$ cat config.mk
export PLATFORM = sky130hd
export DESIGN_NAME = line_matrix_ctrl
export DESIGN_NICKNAME = d
export VERILOG_FILES = /design/src/rtl/line_matrix_ctrl.sv
export SDC_FILE = /design/constraint.sdc
export NUM_CORES = 1
export LEC_CHECK = 0
export ABC_AREA = 0
export BUFFER_PORTS_ARGS = -buffer_cell sky130_fd_sc_hd__buf_4
export CORE_UTILIZATION = 25
export CTS_CLUSTER_SIZE = 24
export DETAILED_ROUTE_END_ITERATION = 16
export REMOVE_ABC_BUFFERS = 1
export SYNTH_ARGS = -nofsm -noshare
export SYNTH_HDL_FRONTEND = slang
export SYNTH_SLANG_ARGS = --single-unit
$ cat constraint.sdc
create_clock -name clk -period 4.3 [get_ports clk]
set_clock_uncertainty 0.15 [all_clocks]
set_input_delay 0.86 -clock clk [delete_from_list [all_inputs] [get_ports clk]]
set_output_delay 0.86 -clock clk [all_outputs]
set_load 0.01 [all_outputs]
$ cat src/rtl/line_matrix_ctrl.sv
// line_matrix_ctrl: shadow/active route tables for a bank of line_mux
// instances. A sweep copies the shadow table onto the shared mux programming
// bus one output per cycle and records each applied entry in the active table.
module line_matrix_ctrl #(
    parameter int unsigned NUM_INPUTS  = 10,
    parameter int unsigned NUM_OUTPUTS = 10
) (
    input  logic                                           clk,
    input  logic                                           rstn,
    input  logic                                           cfg_wr,
    input  logic [((NUM_OUTPUTS > 1) ? $clog2(NUM_OUTPUTS) : 1)-1:0] cfg_out,
    input  logic [$clog2(NUM_INPUTS+2)-1:0]                cfg_in,
    input  logic                                           clear,
    input  logic                                           apply,
    input  logic                                           err_clr,
    input  logic [((NUM_OUTPUTS > 1) ? $clog2(NUM_OUTPUTS) : 1)-1:0] rd_out,
    output logic [$clog2(NUM_INPUTS+2)-1:0]                rd_data,
    output logic [((NUM_OUTPUTS > 1) ? $clog2(NUM_OUTPUTS) : 1)-1:0] output_select,
    output logic [$clog2(NUM_INPUTS+2)-1:0]                input_select,
    output logic                                           busy,
    output logic                                           done,
    output logic                                           pending,
    output logic                                           err
);

    localparam int unsigned ISW      = $clog2(NUM_INPUTS + 2);
    localparam int unsigned OSW      = (NUM_OUTPUTS > 1) ? $clog2(NUM_OUTPUTS) : 1;
    localparam int unsigned NUM_CODES = NUM_INPUTS + 2;
    localparam logic [OSW-1:0] LAST_K = OSW'(NUM_OUTPUTS - 1);

    typedef enum logic [0:0] {
        IDLE  = 1'b0,
        SWEEP = 1'b1
    } state_t;

    state_t             state_q, state_d;
    logic [OSW-1:0]     k_q, k_d;
    logic [ISW-1:0]     shadow_q [NUM_OUTPUTS];
    logic [ISW-1:0]     shadow_d [NUM_OUTPUTS];
    logic [ISW-1:0]     active_q [NUM_OUTPUTS];
    logic [ISW-1:0]     active_d [NUM_OUTPUTS];
    logic [OSW-1:0]     osel_d;
    logic [ISW-1:0]     isel_d;
    logic [ISW-1:0]     rd_data_d;
    logic               busy_d, done_d, pending_d, err_d;
    logic               new_err;
    logic               wr_legal;
    logic [OSW-1:0]     k_inc;

    assign wr_legal = (32'(cfg_out) < NUM_OUTPUTS) && (32'(cfg_in) < NUM_CODES);
    assign k_inc    = k_q + OSW'(1);

    // State, tables and registered outputs; reset has priority over everything
    always_ff @(posedge clk) begin
        if (!rstn) begin
            state_q       <= IDLE;
            k_q           <= '0;
            output_select <= '0;
            input_select  <= '0;
            busy          <= 1'b0;
            done          <= 1'b0;
            pending       <= 1'b0;
            err           <= 1'b0;
            rd_data       <= '0;
            for (int i = 0; i < NUM_OUTPUTS; i++) begin
                shadow_q[i] <= '0;
                active_q[i] <= '0;
            end
        end else begin
            state_q       <= state_d;
            k_q           <= k_d;
            output_select <= osel_d;
            input_select  <= isel_d;
            busy          <= busy_d;
            done          <= done_d;
            pending       <= pending_d;
            err           <= err_d;
            rd_data       <= rd_data_d;
            shadow_q      <= shadow_d;
            active_q      <= active_d;
        end
    end

    // Next-state: table updates, sweep sequencing and error detection
    always_comb begin
        state_d   = state_q;
        k_d       = k_q;
        shadow_d  = shadow_q;
        active_d  = active_q;
        osel_d    = output_select;
        isel_d    = input_select;
        busy_d    = busy;
        done_d    = 1'b0;
        pending_d = pending;
        new_err   = 1'b0;

        case (state_q)
            IDLE: begin
                // clear beats a simultaneous write, which is dropped silently
                if (clear) begin
                    for (int i = 0; i < NUM_OUTPUTS; i++) begin
                        shadow_d[i] = '0;
                    end
                    pending_d = 1'b1;
                end else if (cfg_wr) begin
                    if (wr_legal) begin
                        for (int i = 0; i < NUM_OUTPUTS; i++) begin
                            if (OSW'(i) == cfg_out) begin
                                shadow_d[i] = cfg_in;
                            end
                        end
                        pending_d = 1'b1;
                    end else begin
                        new_err = 1'b1;
                    end
                end
                // entry 0 comes from the updated table so a same-cycle write is seen
                if (apply) begin
                    state_d   = SWEEP;
                    k_d       = '0;
                    osel_d    = '0;
                    isel_d    = shadow_d[0];
                    pending_d = 1'b0;
                    busy_d    = 1'b1;
                end
            end

            SWEEP: begin
                for (int i = 0; i < NUM_OUTPUTS; i++) begin
                    if (OSW'(i) == k_q) begin
                        active_d[i] = input_select;
                    end
                end
                if (cfg_wr || clear || apply) begin
                    new_err = 1'b1;
                end
                // bus holds its final pair after the last output is applied
                if (k_q == LAST_K) begin
                    state_d = IDLE;
                    busy_d  = 1'b0;
                    done_d  = 1'b1;
                end else begin
                    k_d    = k_inc;
                    osel_d = k_inc;
                    for (int i = 0; i < NUM_OUTPUTS; i++) begin
                        if (OSW'(i) == k_inc) begin
                            isel_d = shadow_q[i];
                        end
                    end
                end
            end

            default: begin
                state_d = IDLE;
            end
        endcase

        // a new error wins over a simultaneous clear request
        if (err_clr) begin
            err_d = new_err;
        end else begin
            err_d = err | new_err;
        end
    end

    // Active-table readback; out-of-range indices read as 0
    always_comb begin
        rd_data_d = '0;
        for (int i = 0; i < NUM_OUTPUTS; i++) begin
            if (OSW'(i) == rd_out) begin
                rd_data_d = active_q[i];
            end
        end
    end

endmodule

== Yosys cells after proc, flatten, opt, wreduce, memory -nomap -nowiden ==
Cells that the tools add are included.

* Register bits after elaboration: 97
* Input port bits: 18

* Add/subtract/negate cells: 1
* $lt $le $gt $ge: 2
* Equal/unequal tests: 41
* Mux-type cells: 56
* Bitwise gates (word level): 2
* Reduce and logical (&&, ||, !) cells: 44

{| class="wikitable"
|+ Operators by type and width
! operator !! count
|-
| $mux 4 || 34
|-
| $mux 40 || 3
|-
| $eq 3x4->1 const A || 16
|-
| $reduce_and 4->1 || 9
|-
| $eq 2x4->1 const A || 8
|-
| $eq 4x4->1 const A || 8
|-
| $reduce_and 2->1 || 13
|-
| $reduce_bool 2->1 || 11
|-
| $eq 1x4->1 const A || 4
|-
| $logic_not 4->1 || 4
|-
| $pmux 4 s2 || 2
|-
| $mux 1 || 14
|-
| $ne 11x1->1 const B || 1
|-
| $lt 4x4->1 const B || 2
|-
| $pmux 1 s2 || 3
|-
| $reduce_and 3->1 || 2
|-
| $reduce_bool 3->1 || 2
|-
| $add 4x1->4 const B || 1
|-
| $eq 4x4->1 const B || 1
|-
| $ne 2x2->1 const B || 2
|-
| $logic_or 1x1->1 || 2
|-
| $ne 2x1->1 const B || 1
|-
| $logic_and 1x1->1 || 1
|-
| $not 1->1 || 1
|-
| $or 1x1->1 || 1
|}

== Longest topological paths before layout ==
Gate-level depths: netlist of run 1.

* Word-level depth: 14
* Mapped depth: 10
* Mapped depth without buffers: 8

== Least setup slack after synthesis of run 1 ==
No wires, ideal clock.

* Path type: reg2reg
* Start: reg k_q[0]
* End: reg input_select[0]
* Library setup time: 122 ps
* Arrival: 2,184 ps
* Slack: 1,845 ps
* Stages on the path, launching flop included: 10
* Buffers on the path: 1
* Path through: dfxtp_1 buf_2 inv_1 ha_1 or3_1 nor2_1 nor4b_4 o31ai_1 a2111oi_2 a221o_1

* Longest elaborated chain between the ends: 13
* Elaborated cells on any way between the ends: 26
* Those cells by class: 1 x add/sub; 12 x eq/ne; 11 x mux; 2 x reduce/logical

{| class="wikitable"
|+ Ends and longest elaborated chain
! what !! RTL line !! RTL
|-
| from (decl) || 37 || <nowiki>logic [OSW-1:0] k_q, k_d;</nowiki>
|-
| from (signal assigned) || 71 || <nowiki>k_q <= k_d;</nowiki>
|-
| $add 4x1->4 || 51 || <nowiki>assign k_inc = k_q + OSW'(1);</nowiki>
|-
| $eq 1x4->1 || 146 || <nowiki>if (OSW'(i) == k_inc) begin</nowiki>
|-
| $mux 4 (9 in series) || 146 ||
|-
| $mux 4 || 138 || <nowiki>if (k_q == LAST_K) begin</nowiki>
|-
| $pmux 4 s2 || 97 || <nowiki>case (state_q)</nowiki>
|-
| to (signal assigned) || 73 || <nowiki>input_select <= isel_d;</nowiki>
|-
| to (decl) || 19 || <nowiki>output logic [$clog2(NUM_INPUTS+2)-1:0] input_select,</nowiki>
|}

Parallel ways exist; a longest one is shown, timed or not. The select of a mux whose other input is x is not followed.
A chain may end at the register's enable or synchronous reset.

== Final worst setup path of run 1 ==
Same ends and word-level chain as after synthesis.

==> reports/results.tsv, run 1 <==
stage	metric	value	unit
global_route	busiest_layer	met2	
power_and_ir_drop	share_comb_of_total_power	11.9	%
power_and_ir_drop	p_switching	554.5	uW
power_and_ir_drop	pwr-share-clk	41.8	%
global_route	met3_usage	1.623	%
global_route	met1_usage	18.61	%
clock_network	root_buffer	clkbuf_16	
yosys	synth-edff-count	0	
die	io_pins	34	
global_route	grt_max_degree	36	
yosys	avgSynthCellArea	8.630	um^2
die	core_area	0.01965	mm^2
worst_setup_path	cp.required	4.39	ns
timing	tns	0	ns
die	start_util	25.73	%
place	port_buffers	33	
yosys	ys.flop_type	dfxtp_1	
worst_setup_path	critical_path.max_stage_delay	0.60	ns
die	die_height	144.2	um
place	dp.cells	845	
place	place_hpwl	9.593	mm
worst_setup_path	criticalPathCategory	reg2reg	
power_and_ir_drop	ir_worst_vdd	0.1863	mV
worst_setup_path	path_max_fanout	25	
global_route	met2_usage	21.08	%
worst_setup_path	cp-start-kind	flip-flop	
final_layout	layout_common_cells	nor2_1 (114), dfxtp_1 (97), mux2i_1 (84)	
clock_network	numClockSinks	97	
final_layout	drive_gt1_share	11.41	%
worst_setup_path	arrival	3.14	ns
final_layout	antenna_cells	0	
timing	slew-limit-headroom	44.79	%
final_layout	syn2layout_area_growth	14.37	%
timing	finalSetupViolCount	0	
global_route	overflow	0	
place	finalWeightedCongestion	0.9429	
power_and_ir_drop	pwr-share-seq	46.3	%
final_layout	nFillCells	2136	
yosys	synth-seq-cells	97	
timing	final.min_clock_period	3.051	ns
outcome	outcome	completed	
hold_path	min_path_cells	2	
yosys	ys_seq_area_share	38.40	%
timing	whs	0.3115	ns
hold_path	holdCritPathClass	reg2reg	
global_route	grt_usage	13.48	%
global_route	grt_pass1_vias	4016	
clock_network	cts_resized	0	
worst_setup_path	path_depth	8	
place	dpl_cell_area	0.005477	mm^2
yosys	ys_top_cells_by_area	dfxtp_1 (38%), mux2i_1 (17%), nor2_1 (8.5%)	
power_and_ir_drop	p_leak	2.304	nW
yosys	synth_top_area_share	38.40	%
detailed_routing	vias	4235	
detailed_routing	first_iter_violations	276	
worst_setup_path	ff2ff_path_depth	8	
worst_setup_path	cpLargestDelayFamily	simple AND/OR/NAND/NOR gates	
final_layout	stdcell_count	861	
yosys	syn_area	0.005057	mm^2
die	die_width	144.2	um
detailed_routing	drc_errors	0	
worst_setup_path	cp_num_buf_inv	1	
yosys	yosys_warnings	0	
global_route	grt_pass1_wl	21.69	mm
timing	final-hold-violation-count	0	
clock_network	htreeDepth	3	
power_and_ir_drop	netSwitchingFraction	27.44	%
final_layout	fin_area	0.005784	mm^2
clock_network	cts_buffers	9	
power_and_ir_drop	power.density	349.4	mW/mm^2
clock_network	clk_latency	0.36	ns
clock_network	cts.clk_slew.worst_paths	0.07	ns
clock_network	ctsHoldBuffers	0	
global_route	antenna_found_initial	0	
timing	maxSlewViolCount	0	
worst_setup_path	cp_slowest_cell	dfxtp_1	
worst_setup_path	cp_cell_sequence	inv_1, ha_1, or3_1, nor2_1, nor4b_4, o31ai_1, a2111oi_2, a221o_1	
detailed_routing	first_pass_iters	5	
detailed_routing	via_per_inst	4.919	
timing	max_slew.worst_pin.slew	0.8282	ns
power_and_ir_drop	internal_power	1.467	mW
detailed_routing	postRouteAntennaNets	0	
timing	finalCritPeriodShare	70.96	%
die	die_area	0.02080	mm^2
yosys	synth_top_area_cell	dfxtp_1	
worst_setup_path	end_kind	flip-flop	
final_layout	fin_nets	616	
yosys	ys_async_sr_fraction	0	%
detailed_routing	wl_per_cell	15.70	um
final_layout	layout_commonest_cell	nor2_1	
yosys	synthCells	586	
die	num_rows	51	
flow_run	max-cap-violations	0	
yosys	synth_cell_types	64	
timing	grt_setup_unrepaired	false	
clock_network	cts_buffer_depth	2	
clock_network	tritoncts	yes	
clock_network	postCtsSetupBuffers	0	
timing	clock.fmax	327.7	MHz
detailed_routing	totalWireLength	13.52	mm
==> power groups by stage <==
stage | logic [mW] | registers [mW] | clock network (mW)
floorplan | 0.152 | 0.950 | 0
global placement | 0.240 | 0.956 | 0
detailed placement | 0.239 | 0.956 | 0
CTS | 0.240 | 0.935 | 0.866
global route | 0.264 | 0.939 | 0.910
finish | 0.240 | 0.935 | 0.845
==> stage by stage <==
| stage | util, % | total power [mW] | setup slack, ns |
|---|---|---|---|
| 6_report | 29.43 | 2.021 | 1.249 |
| 5_1_grt | 29.43 | 2.112 | 0.9888 |
| 4_1_cts | 29.43 | 2.040 | 1.273 |
| 3_5_place_dp | 27.86 | 1.195 | 1.290 |
| 3_3_place_gp | 27.86 | 1.196 | 1.394 |
| 2_1_floorplan | - | 1.103 | 1.614 |
==> layout make-up <==
class                           count  area [um^2]  share of cell area [%]
Clock buffer                        9        225.2                   3.894
Clock inverter                      7        82.58                   1.428
Inverter                           13        48.80                  0.8436
Multi-Input combinational cell    433         2877                   49.73
Sequential cell                    97         1942                   33.57
Tap cell                          265        331.6                   5.732
Timing Repair Buffer               37        277.8                   4.802
==> worst reg2reg max path: stages (launching register included) <==
cell       delay, ns
dfxtp_1         0.60
inv_1           0.22
ha_1            0.53
or3_1           0.54
nor2_1          0.23
nor4b_4         0.08
o31ai_1         0.14
a2111oi_2       0.09
a221o_1         0.35
==> layer usage <==
| layer | up-vias | share of wire (%) |
|---|---|---|
| met1 | 1999 | 49 |
| met4 | 0 | 2.5 |
| li1 | 2101 | - |
| met3 | 22 | 4.2 |
| met2 | 113 | 45 |
| met5 | - | 0 |
==> cell usage after synthesis, drive strengths merged, types with 2 or more instances <==
master / n
a2111oi: 2
a211oi: 4
a21o: 6
a21oi: 24
a221oi: 7
a222oi: 5
a22oi: 7
a31oi: 12
and2: 12
and3: 2
and3b: 2
buf: 12
clkbuf: 31
dfxtp: 97
ha: 7
inv: 13
mux2: 5
mux2i: 84
nand2: 17
nand2b: 10
nand3: 13
nand4: 2
nor2: 114
nor2b: 13
nor3: 12
nor3b: 4
nor4: 4
nor4b: 2
o2111ai: 2
o21a: 3
o21ai: 24
o311ai: 2
o31a: 3
o31ai: 4
o32ai: 2
or3: 5
==> state kept, by name (all words and copies together), names as in the netlist <==
| register | cells |
|---|---|
| active_q | 40 |
| shadow_q | 40 |
| input_select | 4 |
| k_q | 4 |
| rd_data | 4 |
| busy | 1 |
| done | 1 |
| err | 1 |
| pending | 1 |
| state_q | 1 |
==> path summary, 6_finish.rpt <==
kind | to | slack (ns) | startpoint
worst max register to register | input_select[0] | 1.25 | k_q[0]
worst max-delay path | input_select[0] | 1.25 | k_q[0]
worst min register to register | pending | 0.31 | pending
worst min-delay path | pending | 0.31 | pending
==> cells by family after synthesis <==
group / synth area share [%]
xor+xnor: 0.1732
flops: 38.40
fa+ha+maj: 1.732
compound gates: 16.43
simple gates: 20.81
mux: 17.74
buf+inv: 4.725
Power figures use the tool's default switching activity.
==> run 2, diff against run 1 <==
==> constraint.sdc (replaced) <==
create_clock -name clk -period 2.9 [get_ports clk]
set_clock_uncertainty 0.15 [all_clocks]
set_input_delay 0.58 -clock clk [delete_from_list [all_inputs] [get_ports clk]]
set_output_delay 0.58 -clock clk [all_outputs]
set_load 0.01 [all_outputs]
==> run 2 against run 1 <==
Global-route usage rose by 0.17 points. Clock power grew 44%. Die area unchanged. Critical endpoint is now input_select[1]. Via count up 3.8%. Sequential share of layout area decreased by 1.0 points. Largest cell class unchanged. Setup slack worse by 0.94 ns. Worst hold slack worse by 0.0060 ns. Wire length rose by 2.2%. Clock-buffer cell count increased by 1.
==> reports/results.tsv, run 2 (synthesis results as in run 1) <==
stage	metric	value	unit	change
outcome	outcome	completed		
timing	clock.fmax	385.3	MHz	+18%
worst_setup_path	arrival	2.66	ns	-0.48 ns
worst_setup_path	cpLargestDelayFamily	simple AND/OR/NAND/NOR gates		
hold_path	holdCritPathClass	reg2reg		
clock_network	ctsHoldBuffers	0		unchanged
timing	max_slew.worst_pin.slew	0.6001	ns	-0.2281 ns
die	die_width	144.2	um	unchanged
place	port_buffers	33		unchanged
worst_setup_path	path_max_fanout	10		-60%
timing	finalCritPeriodShare	89.50	%	+19 points
clock_network	cts_buffers	9		unchanged
global_route	overflow	0		unchanged
clock_network	numClockSinks	97		unchanged
final_layout	post-route-util	30.35	%	+0.92 points
place	dp.cells	868		+2.7%
final_layout	fin_nets	639		+3.7%
timing	final-hold-violation-count	0		unchanged
die	io_pins	34		unchanged
detailed_routing	vias	4394		+3.8%
global_route	antenna_found_initial	0		unchanged
clock_network	clk_latency	0.35	ns	about the same
final_layout	drive_gt1_share	14.54	%	+3.1 points
final_layout	fin_area	0.005966	mm^2	+3.1%
detailed_routing	totalWireLength	13.82	mm	+2.2%
worst_setup_path	cp-start-kind	flip-flop		
place	finalWeightedCongestion	0.9731		+3.2%
power_and_ir_drop	p_leak	2.431	nW	+5.5%
place	dpl_cell_area	0.005662	mm^2	+3.4%
final_layout	layout_common_cells	nor2_1 (114), dfxtp_1 (97), mux2i_1 (84)		
worst_setup_path	ff2ff_path_depth	7		-1
final_layout	reg_top3	active_q: 40 flops, shadow_q: 40 flops		
timing	tns	0	ns	unchanged
place	place_hpwl	10.02	mm	+4.4%
worst_setup_path	cp_slowest_cell	dfxtp_1		
die	start_util	25.73	%	unchanged
timing	grt_setup_unrepaired	false		
global_route	grt_pass1_vias	4076		+1.5%
detailed_routing	first_pass_iters	5		unchanged
final_layout	stdcell_count	884		+2.7%
timing	slew-limit-headroom	59.45	%	+15 points
timing	final.min_clock_period	2.596	ns	-0.4558 ns
worst_setup_path	critical_path.max_stage_delay	0.48	ns	-0.12 ns
detailed_routing	first_iter_violations	411		+49%
global_route	grt_max_degree	53		+47%
clock_network	postCtsSetupBuffers	0		unchanged
timing	whs	0.3055	ns	-0.006039 ns
power_and_ir_drop	ir_worst_vdd	0.2937	mV	+58%
power_and_ir_drop	p_total	2.991	mW	+48%
timing	finalSetupViolCount	0		unchanged
die	die_area	0.02080	mm^2	unchanged
worst_setup_path	cp_num_buf_inv	0		-1
worst_setup_path	end_kind	flip-flop		
worst_setup_path	cp.required	2.97	ns	-1.42 ns
die	die_height	144.2	um	unchanged
clock_network	root_buffer	clkbuf_16		
worst_setup_path	path_depth	7		-1
global_route	grt_pass1_wl	21.96	mm	+1.2%
place	place_ws	0.3479	ns	-0.9421 ns
clock_network	htreeDepth	3		unchanged
worst_setup_path	cp_cell_sequence	ha_1, or3_1, nor2_1, or3b_1, and2_1, a21oi_1, o32ai_1		
hold_path	min_path_cells	2		unchanged
power_and_ir_drop	power.density	501.4	mW/mm^2	+44%
clock_network	tritoncts	yes		
clock_network	cts_resized	0		unchanged
final_layout	syn2layout_area_growth	17.96	%	
final_layout	antenna_cells	0		unchanged
die	core_area	0.01965	mm^2	unchanged
detailed_routing	drc_errors	0		unchanged
die	num_rows	51		unchanged
detailed_routing	postRouteAntennaNets	0		unchanged
final_layout	layout_commonest_cell	nor2_1		
clock_network	cts.clk_slew.worst_paths	0.07	ns	about the same
worst_setup_path	criticalPathCategory	reg2reg		
global_route	grt_usage	13.65	%	+0.17 points
flow_run	max-cap-violations	0		unchanged
detailed_routing	wl_per_cell	15.63	um	-0.45%
detailed_routing	via_per_inst	4.971		+1.1%
timing	setup_ws	0.3044	ns	-0.9442 ns
clock_network	cts_buffer_depth	2		unchanged
timing	maxSlewViolCount	0		unchanged
## run 2: changes by cell type in the layout (fill, tap and decap cells not counted)
| cell | before | now |
|---|---|---|
| buf_4 | 37 | 59 |
| buf_12 | 0 | 1 |
| clkbuf_1 | 0 | 1 |
| clkinv_4 | 0 | 1 |
| clkinvlp_4 | 2 | 1 |
| inv_6 | 3 | 2 |
## run 2: metal layers
metal	global-route usage, %	part of all wire [%]	vias up
met5	0	0	-
met4	5.263	2.0	0
met3	2.285	4.9	20
met2	21.74	46	118
met1	18.32	47	2106
li1	-	-	2150
## run 2: worst reg2reg max path: stages, from the launching register on
cell and delay, ns:
dfxtp_1 0.48, ha_1 0.42, or3_1 0.24, nor2_1 0.10, or3b_1 0.44, and2_1 0.22, a21oi_1 0.28, o32ai_1 0.14
## run 2: layout make-up
class / count / area, um^2
Fill cell: 2088 / 13690
Multi-Input combinational cell: 433 / 2877
Sequential cell: 97 / 1942
Timing Repair Buffer: 60 / 462.9
Tap cell: 265 / 331.6
Clock buffer: 10 / 229.0
Clock inverter: 6 / 75.07
Inverter: 13 / 48.80
## run 2: final timing paths
check                                        to  slack [ns]     from
worst max-delay path            input_select[1]        0.30   k_q[0]
worst min-delay path                    pending        0.31  pending
worst max register to register  input_select[1]        0.30   k_q[0]
worst min register to register          pending        0.31  pending
## run 2: report_power, final
group	total, mW	switching (mW)	internal (mW)	leakage [nW]
Sequential	1.37	0.0180	1.35	0.783
Clock	1.22	0.536	0.683	0.146
Combinational	0.404	0.242	0.162	1.50
